[config.mk]
export PLATFORM = sky130hd
export DESIGN_NAME = fetch_queue
export DESIGN_NICKNAME = d
export VERILOG_FILES = /design/src/rtl/fetch_queue.sv
export SDC_FILE = /design/constraint.sdc
export NUM_CORES = 1
export LEC_CHECK = 0
export ABC_CLOCK_PERIOD_IN_PS = 4400
export CAP_MARGIN = 20
export CORE_MARGIN = 2
export CORE_UTILIZATION = 50
export DETAILED_ROUTE_END_ITERATION = 8
export PLACE_DENSITY_LB_ADDON = 0.3
export SLEW_MARGIN = 20
export SYNTH_ARGS = -nofsm -noshare
export SYNTH_HDL_FRONTEND = slang
export SYNTH_SLANG_ARGS = --single-unit
[constraint.sdc]
create_clock -name clk -period 4.4 [get_ports clk]
set_input_delay 0.88 -clock clk [delete_from_list [all_inputs] [get_ports clk]]
set_output_delay 0.88 -clock clk [all_outputs]
set_load 0.02 [all_outputs]
[src/rtl/fetch_queue.sv]
// ============================================================================
// Module   : fetch_queue
// Brief    : RV32I instruction prefetch stage. Owns the fetch PC, issues word
//            reads to a synchronous instruction RAM and buffers returned
//            instructions with their PCs in a DEPTH-entry FIFO for decode.
//            An EX-stage flush redirects fetch and discards queued and
//            in-flight words.
// Revision : 1.0 - initial release
// ============================================================================
`default_nettype none

module fetch_queue #(
  parameter int              XLEN     = 32,
  parameter int              DEPTH    = 4,
  parameter logic [XLEN-1:0] RESET_PC = 32'h34
) (
  input  logic              clk,
  input  logic              rst,
  input  logic              flush,
  input  logic [XLEN-1:0]   flush_pc,
  output logic              mem_req,
  output logic [XLEN-3:0]   mem_addr,
  input  logic [31:0]       mem_rdata,
  input  logic              de_stall,
  output logic              insn_valid,
  output logic [31:0]       insn,
  output logic [XLEN-1:0]   insn_pc
);

  localparam int PTR_W = $clog2(DEPTH);
  localparam int CNT_W = PTR_W + 1;

  localparam logic [CNT_W-1:0] c_DEPTH   = CNT_W'(DEPTH);
  localparam logic [31:0]      c_NOP     = 32'h0000_0013;
  localparam logic [XLEN-1:0]  c_PC_STEP = XLEN'(4);
  localparam logic [XLEN-1:0]  c_PC_MASK = ~XLEN'(3);

  // DEPTH must be a power of two so the pointers wrap naturally.
  generate
    if ((DEPTH < 2) || ((DEPTH & (DEPTH - 1)) != 0)) begin : g_bad_depth
      $error("fetch_queue: DEPTH must be a power of two and >= 2");
    end
  endgenerate

  // --------------------------------------------------------------------------
  // State
  // --------------------------------------------------------------------------
  logic [XLEN-1:0]  fetch_pc_q,    fetch_pc_d;
  logic             inflight_q,    inflight_d;
  logic [XLEN-1:0]  inflight_pc_q, inflight_pc_d;
  logic [PTR_W-1:0] rd_ptr_q,      rd_ptr_d;
  logic [PTR_W-1:0] wr_ptr_q,      wr_ptr_d;
  logic [CNT_W-1:0] count_q,       count_d;

  logic [31:0]      fifo_insn_q [DEPTH];
  logic [XLEN-1:0]  fifo_pc_q   [DEPTH];

  // --------------------------------------------------------------------------
  // Handshake decode
  // --------------------------------------------------------------------------
  logic [CNT_W-1:0] w_credit_used;
  logic             w_mem_req;
  logic             w_push;
  logic             w_pop;
  logic             w_not_empty;

  // Credit counts buffered plus in-flight words; a pop this cycle does not
  // free a slot until the next cycle, which keeps the issue path short.
  assign w_credit_used = count_q + {{(CNT_W-1){1'b0}}, inflight_q};
  assign w_not_empty   = (count_q != '0);
  assign w_mem_req     = !rst && !flush && (w_credit_used < c_DEPTH);
  assign w_push        = inflight_q && !flush;
  // The decoder squashes its own copy on flush, so a flush-cycle pop is void.
  assign w_pop         = w_not_empty && !de_stall && !flush;

  // Next-state for fetch PC, in-flight tracking, pointers and occupancy.
  always_comb begin
    fetch_pc_d    = fetch_pc_q;
    inflight_d    = inflight_q;
    inflight_pc_d = inflight_pc_q;
    rd_ptr_d      = rd_ptr_q;
    wr_ptr_d      = wr_ptr_q;
    count_d       = count_q;

    if (flush) begin
      // Redirect wins over everything: empty the FIFO and drop the returning word.
      fetch_pc_d = flush_pc & c_PC_MASK;
      inflight_d = 1'b0;
      rd_ptr_d   = wr_ptr_q;
      count_d    = '0;
    end else begin
      if (w_mem_req) begin
        fetch_pc_d    = fetch_pc_q + c_PC_STEP;
        inflight_d    = 1'b1;
        inflight_pc_d = fetch_pc_q;
      end else begin
        inflight_d    = 1'b0;
      end

      if (w_push) begin
        wr_ptr_d = wr_ptr_q + PTR_W'(1);
      end
      if (w_pop) begin
        rd_ptr_d = rd_ptr_q + PTR_W'(1);
      end

      case ({w_push, w_pop})
        2'b10:   count_d = count_q + CNT_W'(1);
        2'b01:   count_d = count_q - CNT_W'(1);
        default: count_d = count_q;
      endcase
    end
  end

  // Control state register with asynchronous reset.
  always_ff @(posedge clk or posedge rst) begin
    if (rst) begin
      fetch_pc_q    <= RESET_PC;
      inflight_q    <= 1'b0;
      inflight_pc_q <= '0;
      rd_ptr_q      <= '0;
      wr_ptr_q      <= '0;
      count_q       <= '0;
    end else begin
      fetch_pc_q    <= fetch_pc_d;
      inflight_q    <= inflight_d;
      inflight_pc_q <= inflight_pc_d;
      rd_ptr_q      <= rd_ptr_d;
      wr_ptr_q      <= wr_ptr_d;
      count_q       <= count_d;
    end
  end

  // FIFO storage write; contents are qualified by count so need no reset.
  always_ff @(posedge clk) begin
    if (w_push) begin
      fifo_insn_q[wr_ptr_q] <= mem_rdata;
      fifo_pc_q[wr_ptr_q]   <= inflight_pc_q;
    end
  end

  // --------------------------------------------------------------------------
  // Outputs
  // --------------------------------------------------------------------------
  assign mem_req    = w_mem_req;
  assign mem_addr   = fetch_pc_q[XLEN-1:2];
  assign insn_valid = w_not_empty;
  assign insn       = w_not_empty ? fifo_insn_q[rd_ptr_q] : c_NOP;
  assign insn_pc    = w_not_empty ? fifo_pc_q[rd_ptr_q]   : '0;

  // The issue credit must make a push into a full FIFO impossible.
  a_no_overflow : assert property (
    @(posedge clk) disable iff (rst) w_push |-> (count_q != c_DEPTH)
  );

endmodule

`default_nettype wire
==> results of run 1 <==
==> worst max-delay path by stage <==
stage                      from           endpoint  slack, ns
floorplan                 flush  fifo_insn_q[0][0]       1.11
global placement            rst  inflight_pc_q[14]       0.86
detailed placement          rst   inflight_pc_q[7]       0.85
CTS                 rd_ptr_q[0]            insn[0]       0.60
global route        rd_ptr_q[0]        insn_pc[17]       0.51
finish              rd_ptr_q[0]            insn[0]       0.69
==> flip-flops by register name (all words and copies together) (netlist names) <==
signal	flops
count_q	3
fetch_pc_q	30
fifo_insn_q	128
fifo_pc_q	120
inflight_pc_q	30
inflight_q	1
rd_ptr_q	2
wr_ptr_q	2
==> layer usage <==
metal / wire, um / vias to the layer above / track usage / share of wire
met1: 11000 / 3501 / 0.271 / 0.43
met3: 1780 / 34 / 0.0457 / 0.070
met5: 0 / - / 0 / 0
met4: 363 / 0 / 0.0455 / 0.014
met2: 12400 / 251 / 0.318 / 0.48
li1: - / 3126 / - / -
==> per-stage QoR <==
stage	area (um^2)	worst slack [ns]	total power, mW	hold slack, ns	cells
2_1_floorplan	12700	1.11	6.07	0.471	725
3_3_place_gp	14700	0.862	7.47	0.494	1189
3_5_place_dp	14700	0.847	7.52	0.500	1189
4_1_cts	15800	0.600	10.2	0.509	1250
5_1_grt	15800	0.507	10.6	0.534	1250
6_report	15800	0.689	10.1	0.509	1250
==> final cells by class <==
| cell class | instances | area (um^2) | area share |
|---|---|---|---|
| Timing Repair Buffer | 175 | 1760 | 0.111 |
| Clock inverter | 9 | 77.6 | 0.00491 |
| Tap cell | 330 | 413 | 0.0261 |
| Clock buffer | 52 | 990 | 0.0626 |
| Sequential cell | 316 | 9160 | 0.579 |
| Inverter | 10 | 37.5 | 0.00237 |
| Multi-Input combinational cell | 358 | 3380 | 0.214 |
==> logic make-up after synthesis <==
group	Yosys count
fa+ha+maj	6
compound gates	44
flops	316
buf+inv	51
xor+xnor	28
simple gates	186
mux	92
other cells	1
==> synthesized netlist by cell type (all sizes together), types with 2 or more instances <==
master  instances  area share
dfstp           3      0.0062
and4            4      0.0028
nand2          51       0.015
dfrtp          65        0.13
mux2i           3      0.0024
mux2           27       0.024
clkbuf         21      0.0063
edfxtp        248        0.58
or2             5      0.0025
o211ai          4      0.0024
or4             2      0.0012
nor4           11      0.0054
nand3           9      0.0049
xnor2          23       0.016
mux4           62        0.11
nor3            8      0.0031
and3            4      0.0021
o21ai          29       0.011
xor2            5      0.0040
o311ai          2      0.0014
a31oi           2     0.00098
inv             9      0.0027
ha              5      0.0049
buf            20      0.0084
o41ai           2      0.0014
nand4           9      0.0044
and2            6      0.0029
nor2b          62       0.030
nor2           12      0.0035
==> critical path, stage by stage, from the launching register on <==
cell,delay (ns)
dfrtp_4,0.66
buf_4,0.34
mux4_2,0.52
or2_2,0.27
clkdlybuf4s50_1,0.53
==> power by group through the flow <==
| stage | combinational [mW] | sequential, mW | clock (mW) |
|---|---|---|---|
| 2_1_floorplan | 2.08 | 3.99 | 0 |
| 3_3_place_gp | 3.33 | 4.13 | 0 |
| 3_5_place_dp | 3.36 | 4.15 | 0 |
| 4_1_cts | 3.38 | 4.10 | 2.75 |
| 5_1_grt | 3.55 | 4.15 | 2.89 |
| 6_report | 3.32 | 4.08 | 2.69 |
==> placed cells by master, fill, tap and decap left out, types with 2 or more instances in the layout <==
| cell | n |
|---|---|
| mux2_2 | 27 |
| clkbuf_8 | 5 |
| o41ai_1 | 2 |
| clkbuf_1 | 12 |
| nand2_1 | 51 |
| clkinv_2 | 4 |
| dfrtp_4 | 2 |
| and2_4 | 4 |
| inv_1 | 8 |
| buf_4 | 12 |
| nand4_1 | 9 |
| nand3_1 | 7 |
| buf_12 | 4 |
| o211ai_1 | 4 |
| xnor2_1 | 23 |
| dfstp_2 | 3 |
| mux2i_1 | 2 |
| o21ai_0 | 29 |
| xor2_1 | 4 |
| clkdlybuf4s50_1 | 158 |
| clkinv_1 | 3 |
| mux4_2 | 62 |
| edfxtp_1 | 248 |
| and4_1 | 4 |
| nor4_1 | 11 |
| or4_1 | 2 |
| nor3_1 | 7 |
| and3_1 | 3 |
| o311ai_0 | 2 |
| and2_1 | 2 |
| nor2b_1 | 62 |
| a31oi_1 | 2 |
| dfrtp_1 | 63 |
| ha_1 | 5 |
| or2_2 | 4 |
| clkbuf_16 | 35 |
| conb_1 | 2 |
| nor2_1 | 12 |
==> out/qor.yml, run 1 <==
status:
  status: "completed"
grt:
  overflow: 0
  grt.total_usage: 0.195
  grt_start_max_net_pins: 53
  grt_pass1_vias: 6901
  grt_antenna_before_repair: 0
  grt_pass1_wl_um: 39400
clocking:
  cts_made_buffers: 34
  path_clk_slew_ns: 0.06
  clkLatencyLatePin_ns: 0.50
  cts-root-buf: "clkbuf_16"
  clock_path_buffers: 3
  cts_setup_buffers: 0
  cts_tree: "yes"
  htreeDepth: 2
  post_cts_resized: 0
  cts.sinks: 316
  holdBufCountCts: 0
power_and_ir_drop:
  internal-power_mw: 7.01
  clkPwrFrac: 0.267
  swShare: 0.305
  p_seq_frac: 0.405
  net-switching-power_mw: 3.08
  ir_drop_mv: 0.487
  pwr-share-comb: 0.329
  p_leak_nw: 5.34
  powerDensity_nw_per_um2: 638
synth:
  synth-edff-count: 248
  synthSimpleGateAreaFrac: 0.0802
  syn-cell-area_um2: 12700
  ys_seq_area_frac: 0.719
  yosysWarnings: 0
  async_flop_share: 0.215
  muxShareOfSynthArea: 0.136
  ys_types: 49
  synth_compound_area_frac: 0.0209
  synth_top_family_by_area: "multiplexers"
  ys_ff_latch: 316
  synth_flop_cell: "edfxtp_1"
  synth_xor_area_frac: 0.0198
  syn_avg_cell_area_um2: 17.6
  synth_cells: 724
  synthAdderAreaFrac: 0.00648
timing:
  clock_skew_ns: 0.0139
  setup-violations-final: 0
  grt_setup_unrepaired: "no"
  fmax_mhz: 269
  worst_pin_slew_ns: 1.04
  slew_violations: 0
  finalHoldViolCount: 0
  min_period_over_period: 0.843
  timing.final.crit_period_ns: 3.71
  tns_ns: 0
  slew_headroom: 0.303
floorplanning:
  dieHeight_um: 164
  dieWidth_um: 164
  num_rows: 58
  core_um2: 25100
  io_pins: 164
  initial_utilization: 0.507
  die-area_um2: 26800
hold_path:
  holdPathEnd: "fifo_pc_q[0][17]"
  min_from: "inflight_pc_q[17]"
  holdCritPathClass: "reg -> reg"
  hold_depth: 0
finish:
  num-fill-cells: 1832
  n_antenna_cell: 0
  post-route-util: 0.630
  syn_to_final_growth_pct: 24.2
  nNetsFinal: 969
  drive_gt1_frac: 0.189
detailed_routing:
  wl_per_cell_um: 20.4
  vias: 6912
  route.detailed.drc: 0
  antenna_left: 0
  vias_per_cell: 5.53
  routed_wl_um: 25600
  firstDrtPassIters: 5
  drtIter0Drc: 520
critical_path:
  r2r_cells: 6
  critPathKind: "reg -> out"
  crit_path_end_kind: "primary output"
  cp.arrival_ns: 2.83
  crit_fanout: 17
  required_ns: 3.52
  reg2reg_from: "count_q[0]"
  r2r_slack_ns: 1.53
  rr_endpoint: "inflight_pc_q[7]"
  start_kind: "flip-flop"
place:
  gp_congestion: 0.803
  io_buffers: 159
  post-dp-hpwl_um: 15900
run:
  drv_cap: 0
Power figures use the tool's default switching activity.
==> run 2: changes to the inputs <==
- ABC_CLOCK_PERIOD_IN_PS: 4400 -> 3100
- clock period: 4.4 -> 3.1 ns (I/O delays scaled with it)
==> run 2 against run 1 <==
Sequential cell count is the same. Clock skew up 0.0022 ns. Utilization is 0.76 points higher. Combinational power is 42% higher. Design area increased by 1.2%. Critical endpoint is now insn_pc[9]. Highest routed layer unchanged.
==> out/qor.yml, run 2 (synthesized netlist as in run 1, its figures left out) <==
critical_path:
  crit_chain: "buf_4 -> mux4_2 -> nor2b_1 -> clkdlybuf4s50_1"
  start_kind: "flip-flop"
  critPathKind: "reg -> out"
  crit_buf_inv: 2
  crit_path_end_kind: "primary output"
  required_ns: 2.48
  cp.arrival_ns: 2.40
  critical-path-max-stage-delay_ns: 0.59
  critPathSlowestCell: "clkdlybuf4s50_1"
  cpLargestDelayFamily: "buffers and inverters"
  crit_fanout: 9
detailed_routing:
  vias_per_cell: 5.48
  route.detailed.drc: 0
  drtIter0Drc: 530
  antenna_left: 0
  vias: 6944
  routed_wl_um: 25400
  wl_per_cell_um: 20.0
  firstDrtPassIters: 5
timing:
  worst_pin_slew_ns: 0.667
  slew_violations: 0
  slew_headroom: 0.547
  timing.final.crit_period_ns: 3.02
  grt_setup_unrepaired: "yes"
  min_period_over_period: 0.976
  finalHoldViolCount: 0
  fin_ws_ns: 0.0756
  setup-violations-final: 0
  fmax_mhz: 331
  clock_skew_ns: 0.0161
clocking:
  clkLatencyLatePin_ns: 0.55
  cts-root-buf: "clkbuf_16"
  cts_tree: "yes"
  holdBufCountCts: 0
  cts.sinks: 316
  htreeDepth: 1
  clock_path_buffers: 3
  path_clk_slew_ns: 0.06
  cts_made_buffers: 31
floorplanning:
  die-area_um2: 26800
  dieHeight_um: 164
  dieWidth_um: 164
  core_um2: 25100
  io_pins: 164
  initial_utilization: 0.507
  num_rows: 58
power_and_ir_drop:
  ir_drop_mv: 0.606
  power.total_mw: 14.2
  powerDensity_nw_per_um2: 889
  p_leak_nw: 5.78
run:
  drv_cap: 0
finish:
  drive_gt1_frac: 0.211
  final_cell_mix: "edfxtp_1 (248), clkdlybuf4s50_1 (99), dfrtp_1 (63)"
  syn_to_final_growth_pct: 25.7
  reg_top3: "fifo_insn_q: 128 flops, fifo_pc_q: 120 flops"
  n_antenna_cell: 0
  seq_area_um2: 9160
  num-fill-cells: 1880
  nNetsFinal: 988
  final_common_cell: "edfxtp_1"
  post-route-util: 0.637
  largest_reg_flops: 128
  largest_register: "fifo_insn_q"
  multiInputGateArea_um2: 3380
status:
  status: "completed"
grt:
  grt_pass1_vias: 7125
  grt_pass1_wl_um: 39200
  overflow: 0
  grt_antenna_before_repair: 0
  grt.total_usage: 0.193
  grt_start_max_net_pins: 53
place:
  post-dp-hpwl_um: 16400
  place_ws_ns: 0.342
  io_buffers: 159
  gp_congestion: 0.809
hold_path:
  holdCritPathClass: "in -> reg"
[run 2: cell types whose count changed in the layout (fill, tap and decap cells not counted), moves of 4 or more]
cell	change
clkinv_1	+7
dlygate4sd2_1	+30
clkbuf_16	-4
clkbuf_1	-8
clkdlybuf4s15_1	+11
clkdlybuf4s50_1	-59
buf_4	+15
buf_12	+5
clkbuf_2	+5
bufinv_16	+4
dlymetal6s2s_1	+13
[run 2: area by class of cell]
| cell class | instances | area share |
|---|---|---|
| multi-input cells | 358 | 0.211 |
| clock buffers | 39 | 0.0528 |
| repair buffers | 197 | 0.123 |
| clock inverters | 18 | 0.0127 |
| flip-flops and latches | 316 | 0.572 |
| inverters | 10 | 0.00235 |
| well taps | 330 | 0.0258 |
[run 2: worst paths after layout]
| path | startpoint | to | slack, ns | cells after the start |
|---|---|---|---|---|
| worst min register to register | inflight_pc_q[19] | fifo_pc_q[0][19] | 0.51 | 0 |
| max in group asynchronous | rst | rd_ptr_q[0] | 1.71 | 3 |
| min in group asynchronous | rst | fetch_pc_q[12] | 0.57 | 2 |
| worst max-delay path | rd_ptr_q[0] | insn_pc[9] | 0.08 | 4 |
| worst max register to register | count_q[1] | count_q[2] | 0.66 | 8 |
| worst min-delay path | flush | fetch_pc_q[20] | 0.44 | 3 |
[run 2: routing by layer]
metal,wire length [um],vias up,GRT usage
li1,-,3165,-
met1,11100,3521,0.274
met2,12300,230,0.323
met3,1600,28,0.0305
met4,373,0,0.0383
met5,0,-,0
[run 2: worst register-to-register path, stage by stage (launching register included)]
cell     delay (ns)
dfrtp_1        0.43
nor3_2         0.31
buf_12         0.30
nor4_1         0.11
fa_1           0.38
or4_1          0.47
o21ai_0        0.13
xnor2_1        0.15
nor2_1         0.05
[run 2: report_power, final]
group          switching, mW  internal, mW
Clock                   1.47          2.32
Combinational           2.45          2.28
Sequential             0.430          5.28
[run 2: repair_timing]
action / 4_1_cts / 5_1_grt
hold endpoints to repair: 0 / 0
pin swaps: 0 / 0
gates resized for setup: 49 / 34
gates cloned: 0 / 0
endpoints found under the setup margin: 58 / 14
buffers inserted: 6 / 2
[run 2: stage by stage]
stage / TNS, ns / hold slack [ns] / cells / instance area (um^2)
2_1_floorplan: 0 / 0.471 / 725 / 12700
3_3_place_gp: 0 / 0.492 / 1203 / 14900
3_5_place_dp: 0 / 0.500 / 1203 / 14900
4_1_cts: -0.223 / 0.417 / 1266 / 16000
5_1_grt: -0.0217 / 0.455 / 1268 / 16000
6_report: 0 / 0.441 / 1268 / 16000
==> run 3: changes to the inputs <==
- ABC_CLOCK_PERIOD_IN_PS: 3100 -> 3700
- clock period: 3.1 -> 3.7 ns (I/O delays scaled with it)
==> run 3 against run 2 <==
Die area unchanged. Critical endpoint is now insn[4]. Combinational power down 15%. Final cell count down 1.5%. Total power down 17%. Worst setup slack better by 0.13 ns. Sequential power down 15%. Non-clock buffer count down 19. Clock power down 24%. Global-route usage down 0.13 points. Hold slack better by 0.050 ns.
==> out/qor.yml, run 3 (synthesized netlist as in run 1, its figures left out) <==
floorplanning:
  io_pins: 164
  die-area_um2: 26800
  core_um2: 25100
  dieHeight_um: 164
  dieWidth_um: 164
  initial_utilization: 0.507
  num_rows: 58
place:
  gp_congestion: 0.813
  post-dp-hpwl_um: 15700
  io_buffers: 159
  place_ws_ns: 0.585
  placed_area_um2: 14800
timing:
  tns_ns: 0
  timing.final.crit_period_ns: 3.50
  finalHoldViolCount: 0
  min_period_over_period: 0.945
  grt_setup_unrepaired: "no"
  setup-violations-final: 0
  worst_pin_slew_ns: 0.928
  slew_violations: 0
  slew_headroom: 0.378
  fmax_mhz: 286
  whs_ns: 0.491
  clock_skew_ns: 0.0269
  fin_ws_ns: 0.205
grt:
  overflow: 0
  grt.total_usage: 0.192
  grt_antenna_before_repair: 0
  grt_start_max_net_pins: 67
  grt_pass1_vias: 6991
  grt_pass1_wl_um: 39200
detailed_routing:
  drtIter0Drc: 498
  firstDrtPassIters: 5
  vias: 6879
  wl_per_cell_um: 20.0
  antenna_left: 0
  routed_wl_um: 25000
  vias_per_cell: 5.51
  route.detailed.drc: 0
critical_path:
  crit_fanout: 15
  cpLargestDelayFamily: "buffers and inverters"
  critPathSlowestCell: "dfrtp_4"
  critPathKind: "reg -> out"
  crit_buf_inv: 2
  cp.arrival_ns: 2.76
  crit_chain: "buf_4 -> mux4_2 -> or2_2 -> clkdlybuf4s50_1"
  crit_path_end_kind: "primary output"
  required_ns: 2.96
  critical-path-max-stage-delay_ns: 0.62
  start_kind: "flip-flop"
finish:
  largest_reg_flops: 128
  syn_to_final_growth_pct: 23.7
  n_antenna_cell: 0
  final_cell_area_um2: 15800
  drive_gt1_frac: 0.185
  nNetsFinal: 969
  largest_register: "fifo_insn_q"
  final_cell_mix: "edfxtp_1 (248), clkdlybuf4s50_1 (158), dfrtp_1 (63)"
  num-fill-cells: 1837
  final_common_cell: "edfxtp_1"
  reg_top3: "fifo_insn_q: 128 flops, fifo_pc_q: 120 flops"
clocking:
  cts-root-buf: "clkbuf_16"
  post_cts_resized: 0
  clock_path_buffers: 3
  htreeDepth: 1
  cts_made_buffers: 31
  holdBufCountCts: 0
  cts_setup_buffers: 0
  path_clk_slew_ns: 0.06
  cts_tree: "yes"
  cts.sinks: 316
  clkLatencyLatePin_ns: 0.55
run:
  drv_cap: 0
hold_path:
  holdCritPathClass: "reg -> reg"
power_and_ir_drop:
  p_leak_nw: 5.31
  ir_drop_mv: 0.619
  powerDensity_nw_per_um2: 745
status:
  status: "completed"
==> run 3: cell types whose count changed in the layout (fill, tap and decap cells not counted), moves of 9 or more <==
cell             previous run  this run
buf_4                      27        11
dlymetal6s2s_1             13         0
clkdlybuf4s15_1            11         0
dlygate4sd2_1              30         0
clkdlybuf4s50_1            99       158
clkbuf_1                    4        13
==> run 3: layout make-up <==
cell class | instances | area [um^2] | share of cell area
repair buffers | 178 | 1830 | 0.116
flip-flops and latches | 316 | 9160 | 0.581
well taps | 330 | 413 | 0.0262
inverters | 10 | 37.5 | 0.00238
clock inverters | 10 | 46.3 | 0.00294
clock buffers | 47 | 888 | 0.0564
multi-input cells | 358 | 3380 | 0.215
==> run 3: layer usage <==
| layer | wire, um | GRT usage | vias up |
|---|---|---|---|
| met3 | 1540 | 0.0358 | 35 |
| met1 | 11100 | 0.274 | 3483 |
| met5 | 0 | 0 | - |
| met4 | 427 | 0.0443 | 0 |
| li1 | - | - | 3134 |
| met2 | 11900 | 0.311 | 227 |
==> run 3: final timing paths <==
check | from | to | slack [ns] | depth (start not counted)
max | rd_ptr_q[0] | insn[4] | 0.20 | 4
min | inflight_pc_q[21] | fifo_pc_q[3][21] | 0.49 | 0
max reg2reg | count_q[0] | inflight_pc_q[25] | 1.23 | 5
min reg2reg | inflight_pc_q[21] | fifo_pc_q[3][21] | 0.49 | 0
max in group asynchronous | rst | rd_ptr_q[0] | 2.28 | 3
min in group asynchronous | rst | inflight_pc_q[19] | 0.65 | 2
==> run 3: through the flow <==
step / instances / power (mW) / utilization
after detailed placement: 1192 / 9.02 / 0.590
after CTS: 1249 / 11.9 / 0.627
after global routing: 1249 / 12.3 / 0.627
after global placement: 1192 / 8.96 / 0.590
after floorplan: 725 / 7.22 / -
final: 1249 / 11.7 / 0.627
==> run 3: where the power goes <==
part	total, mW	switching (mW)	internal [mW]
logic	4.02	1.96	2.05
registers	4.86	0.431	4.43
clock network	2.87	1.22	1.65
